===== config.mk =====
export PLATFORM = sky130hd
export DESIGN_NAME = prbs_burst_ctrl
export DESIGN_NICKNAME = d
export VERILOG_FILES = /design/src/rtl/prbs_burst_ctrl.sv
export SDC_FILE = /design/constraint.sdc
export NUM_CORES = 1
export LEC_CHECK = 0
export ABC_AREA = 1
export CAP_MARGIN = 20
export CORE_ASPECT_RATIO = 1.4
export CORE_MARGIN = 5
export CORE_UTILIZATION = 66
export CTS_BUF_LIST = sky130_fd_sc_hd__clkbuf_4
export CTS_CLUSTER_DIAMETER = 60
export CTS_CLUSTER_SIZE = 8
export DETAILED_ROUTE_END_ITERATION = 7
export DONT_BUFFER_PORTS = 1
export GPL_TIMING_DRIVEN = 0
export HOLD_SLACK_MARGIN = 0.15
export PLACE_DENSITY = 0.82
export SYNTH_ARGS = -nofsm -noshare
export SYNTH_HDL_FRONTEND = slang
export SYNTH_SLANG_ARGS = --single-unit

===== constraint.sdc =====
create_clock -name clk -period 2.6 [get_ports clk]
set_clock_uncertainty 0.15 [all_clocks]
set_input_delay 0.13 -clock clk [delete_from_list [all_inputs] [get_ports clk]]
set_output_delay 0.13 -clock clk [all_outputs]
set_load 0.02 [all_outputs]

===== src/rtl/prbs_burst_ctrl.sv =====
// rtl/prbs_burst_ctrl.sv - PRBS31 burst sequencer: preamble framing, repeated bursts, single-bit error injection
module prbs_burst_ctrl #(
  parameter int LEN_W   = 16,
  parameter int PRE_LEN = 8,
  parameter int GAP_LEN = 4
) (
  input  logic             clk,
  input  logic             rst_n,
  input  logic             start,
  input  logic             abort,
  input  logic [LEN_W-1:0] burst_len,
  input  logic [3:0]       burst_cnt,
  input  logic             inj_en,
  input  logic [LEN_W-1:0] inj_idx,
  input  logic             lfsr_bit,
  output logic             lfsr_load,
  output logic             lfsr_en,
  output logic             tx_bit,
  output logic             tx_valid,
  output logic             tx_sof,
  output logic             busy,
  output logic             done,
  output logic [3:0]       burst_idx
);

  typedef enum logic [2:0] {
    S_IDLE, S_LOAD, S_PRE, S_RUN, S_GAP, S_DONE
  } state_t;

  localparam logic [LEN_W-1:0] PRE_LAST = LEN_W'(PRE_LEN - 1);
  localparam logic [LEN_W-1:0] GAP_LAST = LEN_W'(GAP_LEN - 1);
  localparam logic [LEN_W-1:0] ONE      = LEN_W'(1);

  state_t           state_q, state_d;
  logic [LEN_W-1:0] cnt_q, cnt_d;
  logic [3:0]       bidx_q, bidx_d;
  logic [LEN_W-1:0] len_s_q, len_s_d;
  logic [3:0]       bcnt_s_q, bcnt_s_d;
  logic             inj_en_s_q, inj_en_s_d;
  logic [LEN_W-1:0] inj_idx_s_q, inj_idx_s_d;
  logic             last_burst;

  always_ff @(posedge clk) begin
    if (rst_n) begin
      state_q     <= S_IDLE;
      cnt_q       <= '0;
      bidx_q      <= '0;
      len_s_q     <= '0;
      bcnt_s_q    <= '0;
      inj_en_s_q  <= 1'b0;
      inj_idx_s_q <= '0;
    end else begin
      state_q     <= state_d;
      cnt_q       <= cnt_d;
      bidx_q      <= bidx_d;
      len_s_q     <= len_s_d;
      bcnt_s_q    <= bcnt_s_d;
      inj_en_s_q  <= inj_en_s_d;
      inj_idx_s_q <= inj_idx_s_d;
    end
  end

  // Captured burst count is never zero, so the subtraction cannot wrap.
  assign last_burst = (bidx_q == bcnt_s_q - 4'd1);
  assign burst_idx  = bidx_q;

  always_comb begin
    state_d     = state_q;
    cnt_d       = cnt_q;
    bidx_d      = bidx_q;
    len_s_d     = len_s_q;
    bcnt_s_d    = bcnt_s_q;
    inj_en_s_d  = inj_en_s_q;
    inj_idx_s_d = inj_idx_s_q;
    lfsr_load   = 1'b0;
    lfsr_en     = 1'b0;
    tx_bit      = 1'b0;
    tx_valid    = 1'b0;
    tx_sof      = 1'b0;
    busy        = 1'b0;
    done        = 1'b0;

    case (state_q)
      S_IDLE: begin
        if (start && !abort) begin
          len_s_d     = burst_len;
          bcnt_s_d    = (burst_cnt == 4'd0) ? 4'd1 : burst_cnt;
          inj_en_s_d  = inj_en;
          inj_idx_s_d = inj_idx;
          cnt_d       = '0;
          bidx_d      = '0;
          state_d     = S_LOAD;
        end
      end
      S_LOAD: begin
        busy      = 1'b1;
        lfsr_load = 1'b1;
        cnt_d     = '0;
        state_d   = S_PRE;
      end
      S_PRE: begin
        busy     = 1'b1;
        tx_valid = 1'b1;
        tx_bit   = ~cnt_q[0];
        tx_sof   = (cnt_q == '0);
        if (cnt_q == PRE_LAST) begin
          cnt_d = '0;
          if (len_s_q != '0)  state_d = S_RUN;
          else if (last_burst) state_d = S_DONE;
          else                 state_d = S_GAP;
        end else begin
          cnt_d = cnt_q + ONE;
        end
      end
      S_RUN: begin
        busy     = 1'b1;
        tx_valid = 1'b1;
        lfsr_en  = 1'b1;
        // Indices at or beyond the burst length never match, so they inject nothing.
        tx_bit   = lfsr_bit ^ (inj_en_s_q && (cnt_q == inj_idx_s_q));
        if (cnt_q == len_s_q - ONE) begin
          cnt_d   = '0;
          state_d = last_burst ? S_DONE : S_GAP;
        end else begin
          cnt_d = cnt_q + ONE;
        end
      end
      S_GAP: begin
        busy = 1'b1;
        if (cnt_q == GAP_LAST) begin
          cnt_d   = '0;
          bidx_d  = bidx_q + 4'd1;
          state_d = S_PRE;
        end else begin
          cnt_d = cnt_q + ONE;
        end
      end
      S_DONE: begin
        busy    = 1'b1;
        done    = 1'b1;
        bidx_d  = '0;
        state_d = S_IDLE;
      end
      default: state_d = S_IDLE;
    endcase

    if (abort && (state_q != S_IDLE)) begin
      state_d = S_IDLE;
      cnt_d   = '0;
      bidx_d  = '0;
    end
  end

endmodule


==> impl_metrics.tcl <==
set metrics [dict create \
    status "finished, final reports clean" \
    netlist_instances 598 \
    grt_pass1_wl_um 18090 \
    track_usage_pct 31.42 \
    vdd_drop_max_mv 0.4982 \
    cp_slowest_cell "dfxtp_1" \
    path_cells "buf_2 > inv_1 > o21ai_0 > inv_1 > o2111ai_1 > nor4_2 > nand3_1 > nand2_1 > nand2_1 > o21ai_4" \
    crit_type "register to primary output" \
    clock_sinks 60 \
    crit_cells 10 \
    synthToLayoutAreaGrowth_pct 17.71 \
    die_area_um2 7483 \
    critPathBufInv 3 \
    die_h_um 100.4 \
    cts_root_buffer "clkbuf_4" \
    synth_area_um2 3850 \
    hold_depth 3 \
    finalMaxSlewViolations 0 \
    routed_wl_um 11060 \
    clock_latency_ns 0.43 \
    h-tree-depth 3 \
    synth_seq_area_share_pct 31.20 \
    num_rows 33 \
    yosys_warnings 0 \
    hold_viol 0 \
    hold_class "input pin to register" \
    r2r.worst_path.cells 16 \
    fin_setup_tns_ns 0 \
    synth_fp_nets 645 \
    crit_arrival_ns 2.16 \
    period_needed_ns 2.436 \
    crit_path_start_kind "register" \
    antenna_left 0 \
    worstSetupEndpointType "primary output" \
    path_clk_slew_ns 0.12 \
    finalCritPeriodShare_pct 93.69 \
    grt_pass1_vias 3927 \
    crit_family "simple AND/OR/NAND/NOR gates" \
    maxSlewHeadroom_pct 48.65 \
    ys_types 43 \
    nNetsFinal 697 \
    drt_pass1_iterations 5 \
    cp.required_ns 2.32 \
    drive_gt1_share_pct 12.06 \
    cts_tree "built" \
    worstPathMaxFanout 8 \
    dp_hpwl_um 7952 \
    clock_path_buffers 2 \
    drc 0 \
    die-width_um 74.55 \
    power.density_nw_per_um2 752.8 \
    grt_max_degree 13 \
    slowest_delay_ns 0.31 \
    gp_congestion 0.9185 \
    finish.utilization_pct 78.40 \
    diodes 0 \
    drtIter0Drc 282 \
    syn_area_per_cell_um2 6.438 \
    cts_made_buffers 9 \
    clock.fmax_mhz 410.5 \
    final-setup-viol-count 0 \
    antenna_found_initial 0 \
    ys_seq_elements 60 \
    wl_per_cell_um 15.25 \
    maxCapViolCount 0 \
    io_buffers 0 \
    vias_per_cell 5.628 \
    vias 4080 \
    gr-total-overflow 0 \
    core_area_um2 5781 \
    p_leak_nw 1.934 \
    start_util_pct 66.60 \
    tightest_slew_ns 0.7702 \
    io_pins 53 \
]
[cell type report]
type | count | area [um^2]
inverter | 77 | 289.0
sequential | 60 | 1205
multi-input combinational | 441 | 2308
clock buffer | 9 | 67.56
buffer | 20 | 88.84
fill | 450 | 1249
timing repair buffer | 41 | 410.4
clock inverter | 7 | 75.07
tap | 70 | 87.58
[cell usage in the layout (no fill, tap or decap), types with 8 or more instances in the layout]
cell type,instances
a21oi_1,37
a21oi_2,10
clkbuf_1,14
clkbuf_4,9
dfxtp_1,57
dlygate4sd3_1,41
inv_1,70
nand2_1,118
nand2_2,14
nand3_1,29
nand4_1,9
nor2_1,87
nor2_2,10
nor3_1,15
o21ai_0,48
xnor2_1,8
xor2_1,17
[registers in the layout, summed over array words and instances, names as in the netlist]
| name | cells |
|---|---|
| cnt_q | 16 |
| inj_idx_s_q | 16 |
| len_s_q | 16 |
| bcnt_s_q | 4 |
| burst_idx | 4 |
| state_q | 3 |
| inj_en_s_q | 1 |
[worst paths after layout]
kind	slack, ns	to	startpoint
setup reg to reg	0.18	cnt_q[5]$_SDFFE_PP0P_	len_s_q[0]$_SDFFE_PP0P_
setup / recovery	0.16	tx_bit	cnt_q[7]$_SDFFE_PP0P_
hold / removal	0.23	inj_idx_s_q[7]$_SDFFE_PP0P_	inj_idx[7]
hold reg to reg	0.33	inj_idx_s_q[15]$_SDFFE_PP0P_	inj_idx_s_q[15]$_SDFFE_PP0P_
[where the power goes]
| group | switching (W) | internal (W) | total (W) |
|---|---|---|---|
| clock network | 0.000395 | 0.000295 | 0.000690 |
| logic | 0.00107 | 0.000500 | 0.00157 |
| registers | 0.000114 | 0.00104 | 0.00115 |
| total | 0.00158 | 0.00184 | 0.00341 |
[tightest hold or removal path, stage by stage]
cell and delay (ns):
dlygate4sd3_1 0.52, nor2_1 0.04, nor2_1 0.08
[metrics by stage]
step                cells  hold WS (ns)  power, W  worst slack (ns)  area (um^2)
finish                725        0.2256  0.003412            0.1641         4532
global route          725        0.2202  0.003660          -0.03459         4532
CTS                   725        0.2215  0.003351           0.05236         4499
detailed placement    668       0.05440  0.002613           0.04479         3938
global placement      668       0.05014  0.002569            0.1466         3938
floorplan             598       0.04907  0.002287            0.5141         3850
[per-layer routing]
layer	GRT usage (%)	up-vias	wire length, um	share of wire [%]
met5	0	-	0	0
met4	16.44	0	457	4.1
met3	6.112	42	639	5.8
met2	54.57	159	5662	51
met1	35.33	1851	4300	39
li1	-	2028	-	-
[kinds of logic (layout without fill, tap and decap cells)]
logic type	after synthesis	after routing	share of synthesized area, %
buf+inv	97	154	9.815
flops	60	60	31.20
xor+xnor	25	25	5.687
fa+ha+maj	5	5	1.625
compound gates	110	110	16.12
simple gates	301	301	35.55
[Yosys cell counts, drive strengths merged]
| master | count | share of area [%] |
|---|---|---|
| nand4 | 9 | 1.5 |
| o21bai | 1 | 0.20 |
| dfxtp | 60 | 31 |
| a211o | 1 | 0.23 |
| ha | 5 | 1.6 |
| o21ai | 51 | 6.7 |
| nor3 | 17 | 2.6 |
| and2 | 1 | 0.16 |
| o2111ai | 2 | 0.46 |
| buf | 5 | 0.81 |
| nor2 | 100 | 11 |
| a31oi | 1 | 0.16 |
| nor4 | 6 | 1.1 |
| clkinv | 1 | 0.097 |
| xor2 | 17 | 3.9 |
| xnor2 | 8 | 1.8 |
| o31ai | 1 | 0.20 |
| clkbuf | 15 | 1.5 |
| nor3b | 1 | 0.20 |
| nand3 | 32 | 4.7 |
| inv | 76 | 7.4 |
| nand3b | 2 | 0.39 |
| o22ai | 3 | 0.49 |
| a21oi | 47 | 7.1 |
| o211ai | 1 | 0.20 |
| a211oi | 2 | 0.39 |
| nand2 | 133 | 14 |
[timing repair]
action                                  4_1_cts  5_1_grt
hold buffers                                 41        0
gates resized for setup                       4       12
buffers inserted                              0        0
hold endpoints to repair                     40        0
endpoints found under the setup margin        3       13
Power figures use the tool's default switching activity.
